**src/rtl/biquad_coeff_ctrl.sv**
```systemverilog
// Double-buffered coefficient store for a two-section biquad. Writes land in a
// shadow bank; a commit copies shadow to active on the next sample boundary,
// pulsing commit_ack/filt_clr, or gives up after TIMEOUT cycles.
module biquad_coeff_ctrl #(
  parameter int unsigned COEFF_WIDTH = 16,
  parameter int unsigned COEFF_FRAC  = 14,
  parameter int unsigned TIMEOUT     = 1024
) (
  input  logic                        clk_i,
  input  logic                        rst_i,
  input  logic                        wr_valid_i,
  output logic                        wr_ready_o,
  input  logic [3:0]                  wr_addr_i,
  input  logic [COEFF_WIDTH-1:0]      wr_data_i,
  input  logic                        commit_req_i,
  input  logic                        sample_tick_i,
  output logic [10*COEFF_WIDTH-1:0]   coeff_active_o,
  output logic                        commit_ack_o,
  output logic                        filt_clr_o,
  output logic                        busy_o,
  output logic                        err_addr_o,
  output logic                        err_timeout_o
);

  localparam int unsigned NumCoeff = 10;
  localparam int unsigned CntW     = (TIMEOUT > 2) ? $clog2(TIMEOUT) : 1;
  localparam logic [CntW-1:0] CntLast = CntW'(TIMEOUT - 1);
  localparam logic [COEFF_WIDTH-1:0] Unity = COEFF_WIDTH'(1) << COEFF_FRAC;

  typedef logic [NumCoeff-1:0][COEFF_WIDTH-1:0] bank_t;

  // Section 1 b0 = 1.0, everything else zero: a clean passthrough after reset.
  localparam bank_t BankRst = {{((NumCoeff - 1) * COEFF_WIDTH){1'b0}}, Unity};

  typedef enum logic [1:0] {StIdle, StArmed, StAck} state_e;

  state_e          state_q, state_d;
  logic [CntW-1:0] cnt_q, cnt_d;
  bank_t           shadow_q, shadow_d;
  bank_t           active_q, active_d;
  logic            wr_ready_q, wr_ready_d;
  logic            busy_q, busy_d;
  logic            ack_q, ack_d;
  logic            err_addr_q, err_addr_d;
  logic            err_to_q, err_to_d;

  logic wr_fire;
  logic addr_bad;
  logic err_clr;
  logic to_set;

  assign wr_fire  = wr_valid_i & wr_ready_q;
  assign addr_bad = (wr_addr_i > 4'd9);

  // Next-state for the commit FSM, the two banks and the sticky error flags.
  always_comb begin
    state_d    = state_q;
    cnt_d      = cnt_q;
    shadow_d   = shadow_q;
    active_d   = active_q;
    wr_ready_d = wr_ready_q;
    busy_d     = busy_q;
    ack_d      = 1'b0;
    err_clr    = 1'b0;
    to_set     = 1'b0;

    // wr_ready_q is only high in StIdle, so writes can never race the copy.
    if (wr_fire && !addr_bad) begin
      for (int unsigned k = 0; k < NumCoeff; k++) begin
        if (wr_addr_i == 4'(k)) begin
          shadow_d[k] = wr_data_i;
        end
      end
    end

    unique case (state_q)
      StIdle: begin
        if (commit_req_i) begin
          state_d    = StArmed;
          cnt_d      = '0;
          wr_ready_d = 1'b0;
          busy_d     = 1'b1;
        end
      end
      StArmed: begin
        // A tick on the last counted cycle still commits.
        if (sample_tick_i) begin
          active_d = shadow_q;
          state_d  = StAck;
          ack_d    = 1'b1;
          err_clr  = 1'b1;
        end else if (cnt_q == CntLast) begin
          state_d    = StIdle;
          cnt_d      = '0;
          to_set     = 1'b1;
          wr_ready_d = 1'b1;
          busy_d     = 1'b0;
        end else begin
          cnt_d = cnt_q + 1'b1;
        end
      end
      StAck: begin
        state_d    = StIdle;
        cnt_d      = '0;
        wr_ready_d = 1'b1;
        busy_d     = 1'b0;
      end
      default: begin
        state_d    = StIdle;
        cnt_d      = '0;
        wr_ready_d = 1'b1;
        busy_d     = 1'b0;
      end
    endcase

    // Set wins over clear.
    err_addr_d = (wr_fire && addr_bad) ? 1'b1 : (err_clr ? 1'b0 : err_addr_q);
    err_to_d   = to_set ? 1'b1 : (err_clr ? 1'b0 : err_to_q);
  end

  // State, banks and all outputs registered; synchronous reset.
  always_ff @(posedge clk_i) begin
    if (rst_i) begin
      state_q    <= StIdle;
      cnt_q      <= '0;
      shadow_q   <= BankRst;
      active_q   <= BankRst;
      wr_ready_q <= 1'b1;
      busy_q     <= 1'b0;
      ack_q      <= 1'b0;
      err_addr_q <= 1'b0;
      err_to_q   <= 1'b0;
    end else begin
      state_q    <= state_d;
      cnt_q      <= cnt_d;
      shadow_q   <= shadow_d;
      active_q   <= active_d;
      wr_ready_q <= wr_ready_d;
      busy_q     <= busy_d;
      ack_q      <= ack_d;
      err_addr_q <= err_addr_d;
      err_to_q   <= err_to_d;
    end
  end

  assign coeff_active_o = active_q;
  assign wr_ready_o     = wr_ready_q;
  assign busy_o         = busy_q;
  assign commit_ack_o   = ack_q;
  assign filt_clr_o     = ack_q;
  assign err_addr_o     = err_addr_q;
  assign err_timeout_o  = err_to_q;

endmodule

```
**config.mk**
```make
export PLATFORM = sky130hd
export DESIGN_NAME = biquad_coeff_ctrl
export DESIGN_NICKNAME = d
export VERILOG_FILES = /design/src/rtl/biquad_coeff_ctrl.sv
export SDC_FILE = /design/constraint.sdc
export NUM_CORES = 1
export LEC_CHECK = 0
export CAP_MARGIN = 15
export CORE_ASPECT_RATIO = 2
export CORE_MARGIN = 3
export CORE_UTILIZATION = 36
export DETAILED_ROUTE_END_ITERATION = 8
export GPL_TIMING_DRIVEN = 0
export PLACE_DENSITY_LB_ADDON = 0.05
export SLEW_MARGIN = 20
export SYNTH_ARGS = -nofsm -noshare
export SYNTH_HDL_FRONTEND = slang
export SYNTH_SLANG_ARGS = --single-unit
```
**constraint.sdc**
```tcl
create_clock -name clk_i -period 1.9 [get_ports clk_i]
set_input_delay 0.285 -clock clk_i [delete_from_list [all_inputs] [get_ports clk_i]]
set_output_delay 0.285 -clock clk_i [all_outputs]
set_load 0.01 [all_outputs]
```
==> out/qor.yml, run 1 <==
yosys:
  async_flop_share: 0
  synth.avg_cell_area_sq_um: 10.3
  synth_most_common_cell: "dfxtp_1"
  ys_types: 51
  synth_edf_count: 0
  synth_seq_area_share: 0.597
  synth_fp_nets: 1120
  synth_top_cell_area_share: 0.597
  synth_top_area_cell: "dfxtp_1"
  synthFlopType: "dfxtp_1"
  ys_ff_latch: 337
  netlist_instances: 1094
  yosys_warnings: 0
  synth_common_cells: "dfxtp_1, nand2_1, a22o_1"
  synth_area_sq_um: 11300
  synthTopCellsByArea: "dfxtp_1, a22o_1, nand2_1, mux2i_1, a21oi_1"
power:
  irDropWorstVdd_mv: 0.643
  p_total_w: 0.0145
  pwr-share-comb: 0.044
  pwr-share-seq: 0.494
  p_clk_frac: 0.462
  p_per_area_nw_per_um2: 982
  swShare: 0.224
  p_int_w: 0.0112
  leakage_nw: 5.42
  p_switching_w: 0.00324
sta:
  timing.hold.ws_ns: 0.160
  drv_slew: 0
  period_minus_slack_ns: 1.84
  finalSetupTns_ns: 0
  fin_skew_ns: 0.00978
  setup_viol: 0
  worstMarginPinSlew_ns: 1.03
  rsz0062_at_grt: "no"
  hold_violations: 0
  finalCritPeriodShare: 0.967
  maxSlewHeadroom: 0.316
  fmax_ghz: 0.544
  setup_ws_ns: 0.0629
final_layout:
  drive_above_1_share: 0.102
  fillers: 2933
  stdcell_area_sq_um: 14700
  multi_input_area_sq_um: 4100
  area_growth_pct: 30.4
  seqCellArea_sq_um: 6750
  nNetsFinal: 1326
  insertedDiodeCount: 0
critical_path:
  crit_type: "reg -> out"
  slowest_stage: "clkdlybuf4s50_1"
  crit_fanout: 2
  path_cells: "clkdlybuf4s50_1"
  critical-path-top-delay-family: "buffers and inverters"
  cp.required_ns: 1.62
  worst_setup_path_start_kind: "register"
  cp.depth: 1
  crit_path_end_kind: "output pin"
  crit_buf_inv: 1
  worstPathArrival_ns: 1.55
  r2r_cells: 6
  cpPeakStageDelay_ns: 0.57
floorplanning:
  die_h_um: 257
  std_cell_rows: 91
  dieArea_sq_um: 33700
  start_util: 0.366
  die_w_um: 131
  core-area_sq_um: 30900
  io_pins: 191
clocking:
  clock-sinks: 337
  clockBufferDepth: 3
  cts.htree.levels: 1
  cts_tree: "done"
  cts_buffers: 31
  clk_latency_ns: 0.57
  cts.hold.buffers_added: 0
  clockRootBuffer: "clkbuf_16"
  cts.clk_slew.worst_paths_ns: 0.06
global_route:
  gr-total-overflow: 0
  grt_max_degree: 20
  antenna_found_initial: 0
  grt_pass1_wl_um: 53000
  first_global_vias: 8498
  grt_use_total: 0.202
routing:
  viasPerCell: 4.92
  drt-met1-wl_um: 13700
  firstDrtPassIters: 5
  topRoutingLayerUsed: "met4"
  routedWlPerCell_um: 20.1
  ant_nets: 0
  dr_wl_met3_um: 1780
  drtIter0Drc: 342
  drt_wl_total_um: 35000
  drc: 0
  num_vias: 8568
  route.met2.wl_um: 18400
run_status:
  outcome: "finished clean"
placement:
  portBuffers: 173
  place_area_sq_um: 13600
  finalWeightedCongestion: 0.776
  post-place-ws_ns: -0.661
  dpl.hpwl_um: 24200
worst_hold_path:
  min_path_cells: 3
  hold_class: "in -> reg"
run:
  drv_cap: 0
sequential cells by signal, summed over array words and instances (netlist names):
signal and count:
busy_o 1, coeff_active_o 160, commit_ack_o 1, wr_ready_o 1, err_addr_o 1, err_timeout_o 1, shadow_q 160, cnt_q 10
state_q 2
area by class of cell:
class	instances	share of cell area
Buffer	94	0.0348
Clock buffer	45	0.0636
Clock inverter	12	0.0112
Inverter	2	0.000509
Multi-Input combinational cell	658	0.278
Sequential cell	337	0.458
Tap cell	418	0.0355
Timing Repair Buffer	176	0.119
final timing paths:
path	start	end	slack, ns
setup / recovery	coeff_active_o[79]	coeff_active_o[79]	0.06
hold reg to reg	shadow_q[51]	shadow_q[51]	0.45
hold / removal	wr_data_i[6]	shadow_q[118]	0.16
setup reg to reg	state_q[1]	coeff_active_o[126]	0.09
cell families (layout without fill, tap and decap cells):
group | Yosys count | after routing | share of synthesized area
simple gates | 311 | 311 | 0.120
fa+ha+maj | 1 | 1 | 0.00111
mux | 65 | 65 | 0.0575
buf+inv | 99 | 329 | 0.0427
flops | 337 | 337 | 0.597
compound gates | 277 | 277 | 0.179
xor+xnor | 4 | 4 | 0.00310
power groups by stage:
| stage | Combinational, W | Clock [W] | Sequential (W) |
|---|---|---|---|
| after CTS | 0.000644 | 0.00687 | 0.00715 |
| after global placement | 0.000628 | 0 | 0.00731 |
| final | 0.000631 | 0.00670 | 0.00716 |
| after detailed placement | 0.000630 | 0 | 0.00732 |
| after global routing | 0.000684 | 0.00714 | 0.00716 |
| after floorplan | 0.000344 | 0 | 0.00731 |
metal layers:
metal / vias up / track usage
met5: - / 0
met1: 4097 / 0.232
li1: 4189 / -
met2: 221 / 0.377
met3: 61 / 0.0359
met4: 0 / 0.0695
cell usage in the layout, fill, tap and decap left out, types with 2 or more instances in the layout:
cell type	Yosys	routed
o21ai_0	4	4
buf_4	7	17
dfxtp_1	337	336
clkbuf_16	0	31
inv_1	2	2
nor2b_1	2	2
mux2i_1	65	65
or4_1	2	2
clkbuf_4	0	3
nor2_4	1	2
nand2b_1	4	4
buf_6	3	4
nor3_1	2	2
bufinv_16	0	4
xor2_1	4	4
clkbuf_2	2	12
and3_1	2	2
clkinvlp_4	0	2
and2_1	2	2
clkbuf_1	45	35
nor2_1	76	76
or3_1	4	4
clkinv_2	0	6
buf_2	35	28
nor3_4	2	2
o31ai_1	2	2
clkbuf_8	0	11
nand2_1	197	196
a21oi_1	102	102
a22o_1	159	159
nand3_1	3	3
clkdlybuf4s50_1	0	173
metrics by stage:
step / util / std cells
finish: 0.478 / 1742
global route: 0.478 / 1742
CTS: 0.478 / 1743
detailed placement: 0.440 / 1685
global placement: 0.440 / 1685
floorplan: - / 1094
repair_timing:
item | CTS | global route
gates resized for setup | 23 | 12
endpoints found under the setup margin | 167 | 129
buffers inserted | 3 | 0
cloned | 0 | 0
pin swaps | 1 | 1
No activity file was read; power rests on OpenSTA's default activity.
==> run 2: changes to the inputs <==
- CORE_MARGIN: 3 -> not set
- clock period: 1.9 -> 2.2 ns (I/O delays scaled with it)
==> out/qor.yml, run 2 (synthesis gave the netlist of run 1 again) <==
run_status:
  outcome: "finished clean"
critical_path:
  cp.required_ns: 2.70
  crit_path_end_kind: "register"
  cpMostUsedCell: "buf_2"
  crit_end: "coeff_active_o[56]"
  r2r_cells: 5
  crit_path_start: "state_q[1]"
  cpPeakStageDelay_ns: 0.50
  r2r_start: "state_q[1]"
  critical-path-top-delay-family: "buffers and inverters"
  worst_setup_path_start_kind: "register"
  cp.depth: 5
  reg2reg_to: "coeff_active_o[56]"
  crit_buf_inv: 2
  slowest_stage: "dfxtp_1"
  crit_fanout: 10
  path_cells: "nor2b_2 -> a21oi_2 -> buf_2 -> buf_2 -> a22o_1"
  ff2ff_setup_slack_ns: 0.13
  crit_type: "reg -> reg"
  worstPathArrival_ns: 2.58
routing:
  drc: 0
  routedWlPerCell_um: 19.9
  drtIter0Drc: 399
  viasPerCell: 4.90
  num_vias: 8533
  drt_wl_total_um: 34700
  firstDrtPassIters: 4
  ant_nets: 0
placement:
  portBuffers: 173
  post-place-ws_ns: -0.406
  finalWeightedCongestion: 0.743
  dpl.hpwl_um: 24000
clocking:
  cts.clk_slew.worst_paths_ns: 0.07
  clk_latency_ns: 0.57
  clockRootBuffer: "clkbuf_16"
  clock-sinks: 337
  cts.hold.buffers_added: 0
  clockBufferDepth: 3
  cts.htree.levels: 1
  cts_buffers: 31
  cts_tree: "done"
run:
  drv_cap: 0
power:
  p_switching_w: 0.00279
  p_total_w: 0.0120
  pwr-share-comb: 0.045
  leakage_nw: 5.34
  irDropWorstVdd_mv: 0.513
  p_per_area_nw_per_um2: 825
  p_int_w: 0.00925
  p_clk_frac: 0.442
  swShare: 0.232
  pwr-share-seq: 0.514
final_layout:
  final_cell_mix: "dfxtp_1, nand2_1, clkdlybuf4s50_1, a22o_1, a21oi_1"
  area_growth_pct: 29.0
  insertedDiodeCount: 0
  drive_above_1_share: 0.0937
  nNetsFinal: 1328
  final_util: 0.473
  fillers: 2929
  final_common_cell: "dfxtp_1"
sta:
  worstMarginPinSlew_ns: 1.09
  rsz0062_at_grt: "yes"
  setup_viol: 0
  finalCritPeriodShare: 0.942
  fmax_ghz: 0.482
  drv_slew: 0
  period_minus_slack_ns: 2.07
  fin_skew_ns: 0.0152
  setup_ws_ns: 0.127
  maxSlewHeadroom: 0.276
  hold_violations: 0
floorplanning:
  dieArea_sq_um: 32200
  io_pins: 191
  core-area_sq_um: 30900
  start_util: 0.366
  std_cell_rows: 91
  die_w_um: 127
  die_h_um: 253
global_route:
  first_global_vias: 8285
  grt_pass1_wl_um: 51700
  gr-total-overflow: 0
  grt_max_degree: 16
  grt_use_total: 0.215
  antenna_found_initial: 2
worst_hold_path:
  hold_class: "in -> reg"
[run 2: per-stage QoR]
step           cell area, sq um  cells  setup TNS [ns]  hold WS [ns]
3_3_place_gp              13600   1685          -56.82         0.441
2_1_floorplan             11300   1094               0         0.431
5_1_grt                   14600   1741       -0.000185         0.201
6_report                  14600   1741               0         0.209
3_5_place_dp              13600   1685          -58.57         0.446
4_1_cts                   14600   1739               0         0.191
[run 2: tightest hold or removal path, stage by stage]
cell and delay, ns:
buf_2 0.23, nand2_1 0.11, a21oi_1 0.05
[run 2: how the worst min path moves through the flow]
stage | startpoint | slack (ns) | cells after the start | endpoint
after global placement | shadow_q[65] | 0.44 | 2 | shadow_q[65]
after detailed placement | shadow_q[4] | 0.45 | 2 | shadow_q[4]
after floorplan | shadow_q[14] | 0.43 | 2 | coeff_active_o[14]
final | wr_data_i[12] | 0.21 | 3 | shadow_q[28]
after global routing | wr_data_i[10] | 0.20 | 3 | shadow_q[26]
after CTS | wr_data_i[11] | 0.19 | 3 | shadow_q[27]
[run 2: metal layers]
layer  part of all wire  up-vias  GRT usage
li1                   -     4210          -
met1               0.40     4090      0.246
met2               0.53      194      0.397
met3              0.051       37     0.0430
met4              0.021        2     0.0643
met5            0.00037        -          0
[run 2: what timing repair did]
item / CTS / global route
setup buffers: 0 / 2
resized for setup: 8 / 2
cloned: 0 / 0
endpoints found under the setup margin: 101 / 100
pin swaps: 0 / 1
endpoints found under the hold margin: 0 / 0
[run 2: final cells by class]
| cell class | count | area (sq um) | share of cell area |
|---|---|---|---|
| timing repair buffer | 175 | 1750 | 0.120 |
| tap | 418 | 523 | 0.0359 |
| clock buffer | 41 | 893 | 0.0612 |
| sequential | 337 | 6750 | 0.463 |
| clock inverter | 13 | 101 | 0.00695 |
| buffer | 97 | 485 | 0.0333 |
| inverter | 2 | 7.51 | 0.000515 |
| multi-input combinational | 658 | 4080 | 0.280 |
[run 2: power by group through the flow]
| stage | registers, W | clock network, W | logic [W] |
|---|---|---|---|
| after floorplan | 0.00631 | 0 | 0.000297 |
| after global placement | 0.00632 | 0 | 0.000541 |
| after detailed placement | 0.00632 | 0 | 0.000542 |
| after CTS | 0.00618 | 0.00544 | 0.000548 |
| after global routing | 0.00618 | 0.00567 | 0.000583 |
| final | 0.00618 | 0.00532 | 0.000536 |
==> patch, RTL diff (settings of run 2) <==
The 3 states of `state_e` get a one-hot encoding in 3 bits.
--- a/src/rtl/biquad_coeff_ctrl.sv
+++ b/src/rtl/biquad_coeff_ctrl.sv
@@ -34,3 +34,3 @@
 
-  typedef enum logic [1:0] {StIdle, StArmed, StAck} state_e;
+  typedef enum logic [2:0] {StIdle = 3'b001, StArmed = 3'b010, StAck = 3'b100} state_e;
 
Formal check against the unedited RTL: no difference found for any inputs over 4 cycles, from zero or initial values and one cycle with rst_i high; so few cycles prove little.
==> patch against run 2 <==
Non-clock buffer count rose by 21; worst setup slack better by 0.036 ns; cell count up 22%; wire length increased by 7.9%; sequential share of layout area shrank 2.5 points; power is 6.2% higher; synthesized cell count increased by 33%; sequential cell count rose by 1; synthesized area up 6.5%; final area increased by 5.9%; clock power increased by 14%; critical path type is now register to output port; critical endpoint is now wr_ready_o; largest cell class unchanged; largest power group unchanged.
==> patch: results (changes against run 2) <==
----------------------------------------------------
[Outcome]
  Outcome ... finished clean

[Clock tree]
  Count of buffers added by post-CTS timing repair for setup ... 0 (unchanged)

[STA]
  Final setup skew ... 0.00703 ns (-0.00818 ns)
  Relative slew slack ... 0.238 (-0.0384)

[Worst setup path]
  Cell with the largest stage delay on the worst path ... sky130_fd_sc_hd__clkdlybuf4s50_1
  Arrival time reported for the critical path endpoint ... 1.71 ns (-0.87 ns)
  Max FO, Critical Path ... 5 (-5)
  Worst setup path startpoint ... wr_ready_o
  Max incr delay on CP ... 0.62 ns (+0.12 ns)

[GRT]
  Number of global-route vias before repair ... 9666 (+17%)
  Gr usage total ... 0.218 (+0.00224)
  First-pass GRT wire length ... 56800 µm (+9.8%)
  Number of antenna violations at the first check in global routing ... 0 (-2)

[Pwr]
  Max rail drop VDD ... 0.634 mV (+24%)
  Leakage power of the design ... 5.21 nW (-2.4%)

[Place]
  Detail Placement HPWL ... 26300 µm (+9.3%)
  Final RePlAce weighted congestion ... 0.748 (+0.61%)
  Placed cell area ... 14300 µm² (+5.5%)

[Finish]
  Number of filler instances in the final layout ... 3354 (+15%)
  Share of final-layout standard cells stronger than drive strength 1 ... 0.0754 (-0.0183)
  Number of nets in the layout ... 1689 (+27%)
  Number of standard cells in the layout, taps in and fillers out ... 2116 (+22%)

[Drt]
  Vias ... 10.1k (+19%)
  Pre-Repair DR Iteration Count ... 5 (+1)
  DRT iter0 DRCs ... 454 (+14%)
  Post-detailed-routing wire length ... 37400 µm (+7.9%)

[Yosys]
  Leading post-synthesis cells by cell area ... sky130_fd_sc_hd__dfxtp_1 (56%), sky130_fd_sc_hd__nand2_1 (17%), sky130_fd_sc_hd__a21oi_1 (11%)
  Netlist cell types ... 44 (-14%)
  Ys Warns ... 0 (unchanged)
  Number of cells produced by synthesis ... 1457 (+33%)
  Most frequent cells after synthesis ... sky130_fd_sc_hd__nand2_1 (551), sky130_fd_sc_hd__dfxtp_1 (338), sky130_fd_sc_hd__a21oi_1 (275)
  Portion of the post-synthesis area used by sequential elements ... 0.562 (-0.0346)

[Worst hold path]
  Start point of the worst min-delay path ... wr_data_i[15]

----------------------------------------------------
==> patch: final timing paths <==
kind	endpoint	slack [ns]	cells past startpoint
max reg2reg	shadow_q[133]	0.22	6
min	shadow_q[63]	0.13	3
min reg2reg	coeff_active_o[65]	0.45	2
max	wr_ready_o	0.16	1
==> patch: metal layers <==
| layer | global-route usage | routed length (µm) |
|---|---|---|
| met5 | 0 | 0 |
| met4 | 0.0698 | 875 |
| met3 | 0.0241 | 1380 |
| met2 | 0.424 | 20300 |
| met1 | 0.243 | 14900 |
==> patch: repair_timing <==
item | CTS | global route
gates resized for setup | 2 | 0
hold buffers | 0 | 0
setup endpoints to repair | 70 | 0
==> patch: where the power goes <==
group | internal [mW] | switching (mW) | total, mW
Clock | 3.68 | 2.38 | 6.06
Combinational | 0.131 | 0.385 | 0.516
Sequential | 6.16 | 0.0345 | 6.20
==> patch: kinds of logic after synthesis <==
group           synth area share
compound gates             0.119
xor+xnor                 0.00509
fa+ha+maj                0.00104
buf+inv                   0.0487
flops                      0.562
mux                       0.0399
simple gates               0.224
==> patch: per-stage QoR <==
step                      total power [mW]  setup TNS (ns)   util  setup WS (ns)
after global routing                  13.2               0  0.469         0.0437
final                                 12.8               0  0.469          0.163
after global placement                6.85          -33.37  0.435         -0.379
after floorplan                       6.62               0      -          0.522
after CTS                             12.9               0  0.469          0.162
after detailed placement              6.86          -36.39  0.435         -0.401
==> patch: cell type report <==
cell class	count	area, µm²	area share
flip-flops and latches	338	6770	0.438
multi-input cells	997	4690	0.303
plain buffers	120	581	0.0376
clock buffers	41	863	0.0559
repair buffers	173	1730	0.112
clock inverters	13	272	0.0176
well taps	432	541	0.0350
inverters	2	7.51	0.000486
